`src/rtl/seg_pkg.sv`:
```
// Shared constants and helpers for the 7-segment counter display.
// Segment bit order is bit0=a through bit6=g, active-high.
package seg_pkg;

  localparam int unsigned BCD_W = 4;

  localparam logic [6:0] SEG_0     = 7'b0111111;
  localparam logic [6:0] SEG_1     = 7'b0000110;
  localparam logic [6:0] SEG_2     = 7'b1011011;
  localparam logic [6:0] SEG_3     = 7'b1001111;
  localparam logic [6:0] SEG_4     = 7'b1100110;
  localparam logic [6:0] SEG_5     = 7'b1101101;
  localparam logic [6:0] SEG_6     = 7'b1111101;
  localparam logic [6:0] SEG_7     = 7'b0000111;
  localparam logic [6:0] SEG_8     = 7'b1111111;
  localparam logic [6:0] SEG_9     = 7'b1101111;
  localparam logic [6:0] SEG_BLANK = 7'b0000000;

  typedef enum logic [1:0] {
    CntHold,
    CntInc,
    CntDec
  } cnt_op_e;

  function automatic logic [6:0] bcd_to_seg(input logic [BCD_W-1:0] bcd);
    logic [6:0] seg;
    case (bcd)
      4'd0:    seg = SEG_0;
      4'd1:    seg = SEG_1;
      4'd2:    seg = SEG_2;
      4'd3:    seg = SEG_3;
      4'd4:    seg = SEG_4;
      4'd5:    seg = SEG_5;
      4'd6:    seg = SEG_6;
      4'd7:    seg = SEG_7;
      4'd8:    seg = SEG_8;
      4'd9:    seg = SEG_9;
      default: seg = SEG_BLANK;
    endcase
    return seg;
  endfunction

endpackage

```
`src/rtl/button_debounce.sv`:
```
// Raw button to one-cycle press pulse: 2-FF synchroniser, counting debouncer,
// rising-edge detect on the debounced level.
module button_debounce #(
  parameter int unsigned DEBOUNCE_CYCLES = 4
) (
  input  logic i_clk,
  input  logic i_rst,
  input  logic i_button,
  output logic o_press
);

  localparam int unsigned CNT_W = (DEBOUNCE_CYCLES > 1) ? $clog2(DEBOUNCE_CYCLES) : 1;
  localparam logic [CNT_W-1:0] CNT_LAST = CNT_W'(DEBOUNCE_CYCLES - 1);

  logic             r_sync1;
  logic             r_sync2;
  logic             r_stable;
  logic             r_stable_d;
  logic [CNT_W-1:0] r_cnt;

  always_ff @(posedge i_clk or posedge i_rst) begin
    if (i_rst) begin
      r_sync1    <= 1'b0;
      r_sync2    <= 1'b0;
      r_stable   <= 1'b0;
      r_stable_d <= 1'b0;
      r_cnt      <= '0;
    end else begin
      r_sync1    <= i_button;
      r_sync2    <= r_sync1;
      r_stable_d <= r_stable;
      // Flip only after DEBOUNCE_CYCLES consecutive disagreeing samples.
      if (r_sync2 != r_stable) begin
        if (r_cnt == CNT_LAST) begin
          r_stable <= r_sync2;
          r_cnt    <= '0;
        end else begin
          r_cnt <= r_cnt + 1'b1;
        end
      end else begin
        r_cnt <= '0;
      end
    end
  end

  assign o_press = r_stable & ~r_stable_d;

endmodule

```
`src/rtl/segment_counter_mux.sv`:
```
// N-digit BCD up/down counter on two debounced buttons with a scanned 7-segment output.
// Define SEG_LEADING_ZERO_BLANK_EN to blank leading zero digits (digit 0 always shown).
module segment_counter_mux
  import seg_pkg::*;
#(
  parameter int unsigned NUM_DIGITS      = 4,
  parameter int unsigned DEBOUNCE_CYCLES = 4,
  parameter int unsigned REFRESH_CYCLES  = 8,
  parameter int unsigned WRAP            = 1
) (
  input  logic                        clk,
  input  logic                        rst,
  input  logic                        button_plus,
  input  logic                        button_minus,
  output logic [6:0]                  segment,
  output logic [NUM_DIGITS-1:0]       digit_en,
  output logic [BCD_W*NUM_DIGITS-1:0] value_bcd,
  output logic                        wrap_pulse
);

  localparam int unsigned VAL_W = BCD_W * NUM_DIGITS;
  localparam int unsigned IDX_W = (NUM_DIGITS > 1) ? $clog2(NUM_DIGITS) : 1;
  localparam int unsigned REF_W = (REFRESH_CYCLES > 1) ? $clog2(REFRESH_CYCLES) : 1;
  localparam logic [IDX_W-1:0] IDX_LAST = IDX_W'(NUM_DIGITS - 1);
  localparam logic [REF_W-1:0] REF_LAST = REF_W'(REFRESH_CYCLES - 1);

  logic             w_plus;
  logic             w_minus;
  cnt_op_e          w_op;
  logic [VAL_W-1:0] w_inc_val;
  logic [VAL_W-1:0] w_dec_val;
  logic             w_at_max;
  logic             w_at_zero;
  logic [BCD_W-1:0] w_sel_digit;

  logic [VAL_W-1:0] r_value;
  logic             r_wrap;
  logic [REF_W-1:0] r_ref_cnt;
  logic [IDX_W-1:0] r_digit_idx;

  button_debounce #(
    .DEBOUNCE_CYCLES(DEBOUNCE_CYCLES)
  ) u_db_plus (
    .i_clk   (clk),
    .i_rst   (rst),
    .i_button(button_plus),
    .o_press (w_plus)
  );

  button_debounce #(
    .DEBOUNCE_CYCLES(DEBOUNCE_CYCLES)
  ) u_db_minus (
    .i_clk   (clk),
    .i_rst   (rst),
    .i_button(button_minus),
    .o_press (w_minus)
  );

  // Simultaneous presses cancel.
  always_comb begin
    case ({w_plus, w_minus})
      2'b10:   w_op = CntInc;
      2'b01:   w_op = CntDec;
      default: w_op = CntHold;
    endcase
  end

  // Digit-wise ripple carry/borrow; overflow naturally yields all-0 / all-9.
  always_comb begin : next_value
    logic             carry;
    logic             borrow;
    logic [BCD_W-1:0] dig;
    w_inc_val = r_value;
    w_dec_val = r_value;
    w_at_max  = 1'b1;
    w_at_zero = 1'b1;
    carry     = 1'b1;
    borrow    = 1'b1;
    for (int i = 0; i < NUM_DIGITS; i++) begin
      dig = r_value[i*BCD_W +: BCD_W];
      if (dig != 4'd9) w_at_max = 1'b0;
      if (dig != 4'd0) w_at_zero = 1'b0;
      if (carry) begin
        if (dig == 4'd9) begin
          w_inc_val[i*BCD_W +: BCD_W] = 4'd0;
        end else begin
          w_inc_val[i*BCD_W +: BCD_W] = dig + 4'd1;
          carry = 1'b0;
        end
      end
      if (borrow) begin
        if (dig == 4'd0) begin
          w_dec_val[i*BCD_W +: BCD_W] = 4'd9;
        end else begin
          w_dec_val[i*BCD_W +: BCD_W] = dig - 4'd1;
          borrow = 1'b0;
        end
      end
    end
  end

  always_ff @(posedge clk or posedge rst) begin
    if (rst) begin
      r_value <= '0;
      r_wrap  <= 1'b0;
    end else begin
      r_wrap <= 1'b0;
      case (w_op)
        CntInc: begin
          if (!w_at_max) begin
            r_value <= w_inc_val;
          end else if (WRAP != 0) begin
            r_value <= w_inc_val;
            r_wrap  <= 1'b1;
          end
        end
        CntDec: begin
          if (!w_at_zero) begin
            r_value <= w_dec_val;
          end else if (WRAP != 0) begin
            r_value <= w_dec_val;
            r_wrap  <= 1'b1;
          end
        end
        default: ;
      endcase
    end
  end

  always_ff @(posedge clk or posedge rst) begin
    if (rst) begin
      r_ref_cnt   <= '0;
      r_digit_idx <= '0;
    end else if (r_ref_cnt == REF_LAST) begin
      r_ref_cnt   <= '0;
      r_digit_idx <= (r_digit_idx == IDX_LAST) ? '0 : r_digit_idx + 1'b1;
    end else begin
      r_ref_cnt <= r_ref_cnt + 1'b1;
    end
  end

  always_comb begin
    w_sel_digit = '0;
    digit_en    = '0;
    for (int i = 0; i < NUM_DIGITS; i++) begin
      if (r_digit_idx == IDX_W'(i)) begin
        w_sel_digit = r_value[i*BCD_W +: BCD_W];
        digit_en[i] = 1'b1;
      end
    end
  end

`ifdef SEG_LEADING_ZERO_BLANK_EN
  logic w_upper_nz;

  // Any nonzero digit at or above the selected one keeps it lit.
  always_comb begin
    w_upper_nz = 1'b0;
    for (int i = 0; i < NUM_DIGITS; i++) begin
      if (IDX_W'(i) >= r_digit_idx && r_value[i*BCD_W +: BCD_W] != 4'd0) begin
        w_upper_nz = 1'b1;
      end
    end
  end

  assign segment = (r_digit_idx != '0 && !w_upper_nz) ? SEG_BLANK : bcd_to_seg(w_sel_digit);
`else
  assign segment = bcd_to_seg(w_sel_digit);
`endif

  assign value_bcd  = r_value;
  assign wrap_pulse = (WRAP != 0) ? r_wrap : 1'b0;

endmodule

```
`config.mk`:
```
export PLATFORM = sky130hd
export DESIGN_NAME = segment_counter_mux
export DESIGN_NICKNAME = d
export VERILOG_FILES = /design/src/rtl/seg_pkg.sv /design/src/rtl/button_debounce.sv /design/src/rtl/segment_counter_mux.sv
export SDC_FILE = /design/constraint.sdc
export NUM_CORES = 1
export LEC_CHECK = 0
export ABC_AREA = 1
export CAP_MARGIN = 20
export CORE_ASPECT_RATIO = 0.8
export CORE_UTILIZATION = 39
export CTS_BUF_LIST = sky130_fd_sc_hd__clkbuf_16
export DETAILED_ROUTE_END_ITERATION = 12
export DONT_BUFFER_PORTS = 1
export PLACE_DENSITY_LB_ADDON = 0.15
export SLEW_MARGIN = 20
export SYNTH_ARGS = -nofsm -noshare
export SYNTH_HDL_FRONTEND = slang
export SYNTH_SLANG_ARGS = --single-unit
```
`constraint.sdc`:
```
create_clock -name clk -period 4.1 [get_ports clk]
set_clock_uncertainty 0.2 [all_clocks]
set_input_delay 0.615 -clock clk [delete_from_list [all_inputs] [get_ports clk]]
set_output_delay 0.615 -clock clk [all_outputs]
set_load 0.01 [all_outputs]
```
**Word level (Yosys, flattened, before mapping)**

Memory sizes are Yosys's and may differ from the RTL's.
Index checks and enable logic that the tools add are counted.

- Bits in registers: 34
- ROM bits: 112
- Input port bits: 4
- Output and inout port bits: 28
- Word-level logic and storage cells: 126
- Memories kept: 1

- Add/subtract/negate cells: 12
- Equal/unequal tests: 26
- Multiplexer cells: 51
- Bitwise gates (word level): 4
- Reduce and logical (&&, ||, !) cells: 15

Memories:

| memory | words | width | rd ports | clocked after Yosys merged registers in | wr ports | RTL line | RTL |
|---|---|---|---|---|---|---|---|
| (name not given) | 16 | 7 | 1 | 0 | 0 | seg_pkg.sv:27 | `case (bcd)` |

Operator list:

| cell | number |
|---|---|
| 2-to-1 mux 4 bit | 18 |
| case mux 16 bit (2 select lines) | 1 |
| 2-to-1 mux 1 bit | 24 |
| adder 4 x 1 -> 4 bit, second input constant | 4 |
| equality test 4 bit, second input constant | 4 |
| logical NOT 4 bit | 4 |
| inequality test 4 bit, second input constant | 4 |
| nonzero test 4 bit | 4 |
| subtractor 4 x 1 -> 4 bit, second input constant | 4 |
| equality test 2 bit, second input constant | 6 |
| inequality test 2 bit, second input constant | 6 |
| 2-to-1 mux 2 bit | 5 |
| AND reduction 3 bit | 3 |
| adder 2 x 1 -> 2 bit, second input constant | 3 |
| equality test 2 x 1 -> 1 bit, second input constant | 3 |
| case mux 2 bit (2 select lines) | 1 |
| AND reduction 2 bit | 2 |
| adder 3 x 1 -> 3 bit, second input constant | 1 |
| equality test 3 bit, second input constant | 1 |
| 2-to-1 mux 3 bit | 1 |
| bitwise AND 1 bit | 2 |
| logical NOT 2 bit | 1 |
| inequality test 1 bit | 2 |
| NOT 1 bit | 2 |
| 2 further kinds | 2 |

**Depth between registers and ports, before layout**

- Word-level depth: 7
- Depth in mapped cells: 14
- Gate-level depth less buffers: 14

**By module**

Synthesis repeated with hierarchy kept, for this count alone.

- Cells, all modules: 333
- Area, all modules: 2332.2 sq um

Modules (own cells, without submodules):

| module | instances | cells each | area an instance (sq um) | sequential area each (sq um) |
|---|---|---|---|---|
| segment_counter_mux | 1 | 293 | 1901.8 | 550.5 |
| button_debounce | 2 | 20 | 215.2 | 150.1 |

**Least setup slack after synthesis**

OpenSTA, ideal clock, no wires.

- Path kind: register to output
- From: register r_digit_idx[0]
- To: output port segment[3]
- Data arrival time: 1847 ps
- Required time: 3285 ps
- Setup slack: 1438 ps
- Cell stages (with the launch flop): 13
- Path buffers: 1
- Cells stage by stage: dfrtp_1 > inv_1 > ha_1 > buf_2 > a21oi_1 > nand2_1 > a21boi_2 > inv_1 > ha_1 > nand2_1 > nand2_1 > nand2_1 > nand2_1

- Word-level cells in the longest chain between the ends: 6

Ends and longest elaborated chain:

| item | RTL line | RTL |
|---|---|---|
| start, declared | segment_counter_mux.sv:39 | `logic [IDX_W-1:0] r_digit_idx;` |
| start signal, assigned | segment_counter_mux.sv:136 | `r_digit_idx <= (r_digit_idx == IDX_LAST) ? '0 : r_digit_idx + 1'b1;` |
| logical NOT 2 bit | segment_counter_mux.sv:146 | `if (r_digit_idx == IDX_W'(i)) begin` |
| 2-to-1 mux 4 bit (3 in series) | segment_counter_mux.sv:146 |  |
| 2-to-1 mux 4 bit * | segment_counter_mux.sv:146 |  |
| memory read (16 x 7 bit) * | -- |  |
| end, declared | segment_counter_mux.sv:15 | `output logic [6:0] segment,` |

Mark *: on every way between the ends. The rest lies on a longest branch, timed or not.

**Worst setup path after layout**

Same ends and word-level chain as after synthesis.

==> flow_summary.json <==
{
  "end_kind": "output port",
  "crit_start": "r_digit_idx[0]",
  "crit_buf_inv": 2,
  "seq_area_frac_synth": 0.363,
  "cts_buffers": 5,
  "yosys.area.top_type": "dfrtp_1",
  "via_per_inst": 4.97,
  "syn_inst": 329,
  "setup_viol": 0,
  "synthTopCellsByCount": "101 x nand2_1, 38 x inv_1, 34 x dfrtp_1, 31 x nand3_1, 27 x nor2_1",
  "initial_utilization": 0.418,
  "drtAntennaViolNets": 0,
  "final_hold_viol_count": 0,
  "cts_tree": "yes",
  "async_flop_share": 1.00,
  "grt_max_degree": 35,
  "diodes": 0,
  "p_leak_nw": 1.33,
  "syn2layout_area_growth_pct": 10.8,
  "cts_resized": 0,
  "relSlewSlack": 0.656,
  "vias": 2039,
  "die-height_um": 71.4,
  "crit_type": "flip-flop to output port",
  "drt_iter0_markers": 133,
  "synth_warnings": 0,
  "drv_slew": 0,
  "drc": 0,
  "crit_required_ps": 3280,
  "slowest_stage": "ha_1",
  "critPathMaxStageDelay_ps": 430,
  "setup_ws_ps": 929,
  "final.min_clock_period_ps": 3170,
  "synth.distinct_cells": 29,
  "ir_drop_mv": 0.234,
  "die_w_um": 88.7,
  "core_area_mm2": 0.00562,
  "place_congestion": 0.823,
  "htree_levels": 2,
  "fmax_mhz": 315,
  "min_period_over_period": 0.773,
  "io_pins": 32,
  "critical_path_arrival_ps": 2360,
  "post-cts-setup-buffer-count": 0,
  "track_usage": 0.187,
  "synth_edf_count": 0,
  "cts-root-buf": "clkbuf_16",
  "crit_fanout": 9,
  "synth-seq-cells": 34,
  "synth_nets": 349,
  "cts_hold_buf": 0,
  "die_area_mm2": 0.00633,
  "port_buffers": 0,
  "grt_pass1_wl_mm": 9.06,
  "drt_pass1_iterations": 4,
  "dp_hpwl_mm": 3.87,
  "r2r-start": "u_db_minus.r_stable",
  "hp-class": "input pin to async pin",
  "status": "finished clean",
  "cap_violations": 0,
  "cts_buffer_depth": 2,
  "grt_pass1_vias": 1865,
  "powerDensity_mw_per_mm2": 838,
  "path_common_cell": "nand2_1",
  "start_kind": "flip-flop",
  "synthesis.area_mm2": 0.00235,
  "wire_per_inst_um": 12.6,
  "drive_gt1_frac": 0.0873,
  "grt_setup_unrepaired": "no",
  "gr-total-overflow": 0,
  "yosysTopAreaCellShare": 0.363,
  "grt_antenna_before_repair": 0,
  "ys.flop_type": "dfrtp_1",
  "worst_slew_pin_slew_ps": 513,
  "syn_avg_cell_area_um2": 7.13,
  "synth.area.top_cells": "dfrtp_1 36%, nand2_1 16%, ha_1 8.5%, nand3_1 6.6%, inv_1 6.1%",
  "crit_chain": "inv_1 > ha_1 > a21oi_1 > a21boi_2 > inv_1 > ha_1 > nand2_1 > nand2_1 > nand2_1 > nand2_1",
  "path_clk_slew_ps": 50,
  "crit_family": "adder cells",
  "fin_nets": 351,
  "fillCellCount": 566,
  "insertion_delay_ps": 290,
  "pre_cts_ws_ps": 1230,
  "tns_ps": 0,
  "routed_wl_mm": 5.15,
  "cts_sinks": 34,
  "yosysMostFrequentCell": "nand2_1",
  "rows": 24
}
## sequential cells by signal (all words and copies together) (netlist names)
name	cells
r_digit_idx	2
u_db_minus.r_sync2	1
u_db_plus.r_sync2	1
u_db_minus.r_stable	1
u_db_minus.r_sync1	1
u_db_minus.r_cnt	2
r_ref_cnt	3
u_db_plus.r_stable	1
wrap_pulse	1
u_db_plus.r_stable_d	1
u_db_plus.r_cnt	2
value_bcd	16
u_db_minus.r_stable_d	1
u_db_plus.r_sync1	1
## cells in the final DEF, fill, tap and decap left out, drive strengths merged
master  instances
nand2         106
buf             1
o21ai          27
nand3b          1
nor3            4
a21boi          1
inv            42
xnor2           3
xor2            1
nor2           32
nand3          31
a21oi          18
clkinv          2
ha             16
a31oi           1
nand4           4
o211ai          1
dfrtp          34
clkbuf          5
bufinv          2
## power breakdown
part	leakage (nW)	internal, W	switching, W	total (W)
registers	0.422	0.000446	0.000210	0.000656
logic	0.815	0.000349	0.000675	0.00102
clock network	0.0940	0.000349	0.000150	0.000499
total	1.33	0.00114	0.00103	0.00218
## final timing paths
kind	depth (start not counted)	slack (ps)	endpoint
max	10	930	segment[3]
min	2	110	r_ref_cnt[0]
max reg2reg	9	1700	value_bcd[14]
min reg2reg	0	150	u_db_minus.r_sync2
max in group asynchronous	2	3280	wrap_pulse
min in group clk	0	150	u_db_minus.r_sync2
## logic make-up (layout without fill, tap and decap cells)
| kind of cell | after synthesis | in the layout | synth area share |
|---|---|---|---|
| xor gates and xnor gates | 4 | 4 | 0.0149 |
| adders and majority gates | 16 | 16 | 0.0853 |
| buffers and inverters | 49 | 52 | 0.0880 |
| AOI/OAI and AO/OA | 48 | 48 | 0.121 |
| and+or+nand+nor | 178 | 178 | 0.328 |
| DFF | 34 | 34 | 0.363 |
## through the flow
step / total power [W] / instances / hold slack (ps) / util / cell area [um2]
finish: 0.00218 / 410 / 109 / 0.463 / 2600
global route: 0.00241 / 410 / 149 / 0.463 / 2600
CTS: 0.00220 / 410 / 126 / 0.463 / 2600
detailed placement: 0.00168 / 402 / 137 / 0.428 / 2410
global placement: 0.00168 / 402 / 132 / 0.428 / 2410
floorplan: 0.00148 / 329 / 131 / - / 2350
## metal layers
| layer | track usage | vias to the layer above | part of all wire |
|---|---|---|---|
| met2 | 0.274 | 53 | 0.42 |
| met5 | 0 | - | 0 |
| met4 | 0.0645 | 0 | 0.014 |
| li1 | - | 1058 | - |
| met3 | 0.0461 | 7 | 0.064 |
| met1 | 0.268 | 921 | 0.50 |
## layout make-up
cell class	instances	area, um2	area share
clock buffers	5	125	0.0481
clock inverters	3	68.8	0.0265
inverters	43	161	0.0621
repair buffers	1	7.51	0.00289
flip-flops and latches	34	851	0.327
multi-input cells	246	1290	0.496
well taps	78	97.6	0.0375
Note: power is estimated with default switching activity, not from simulation.
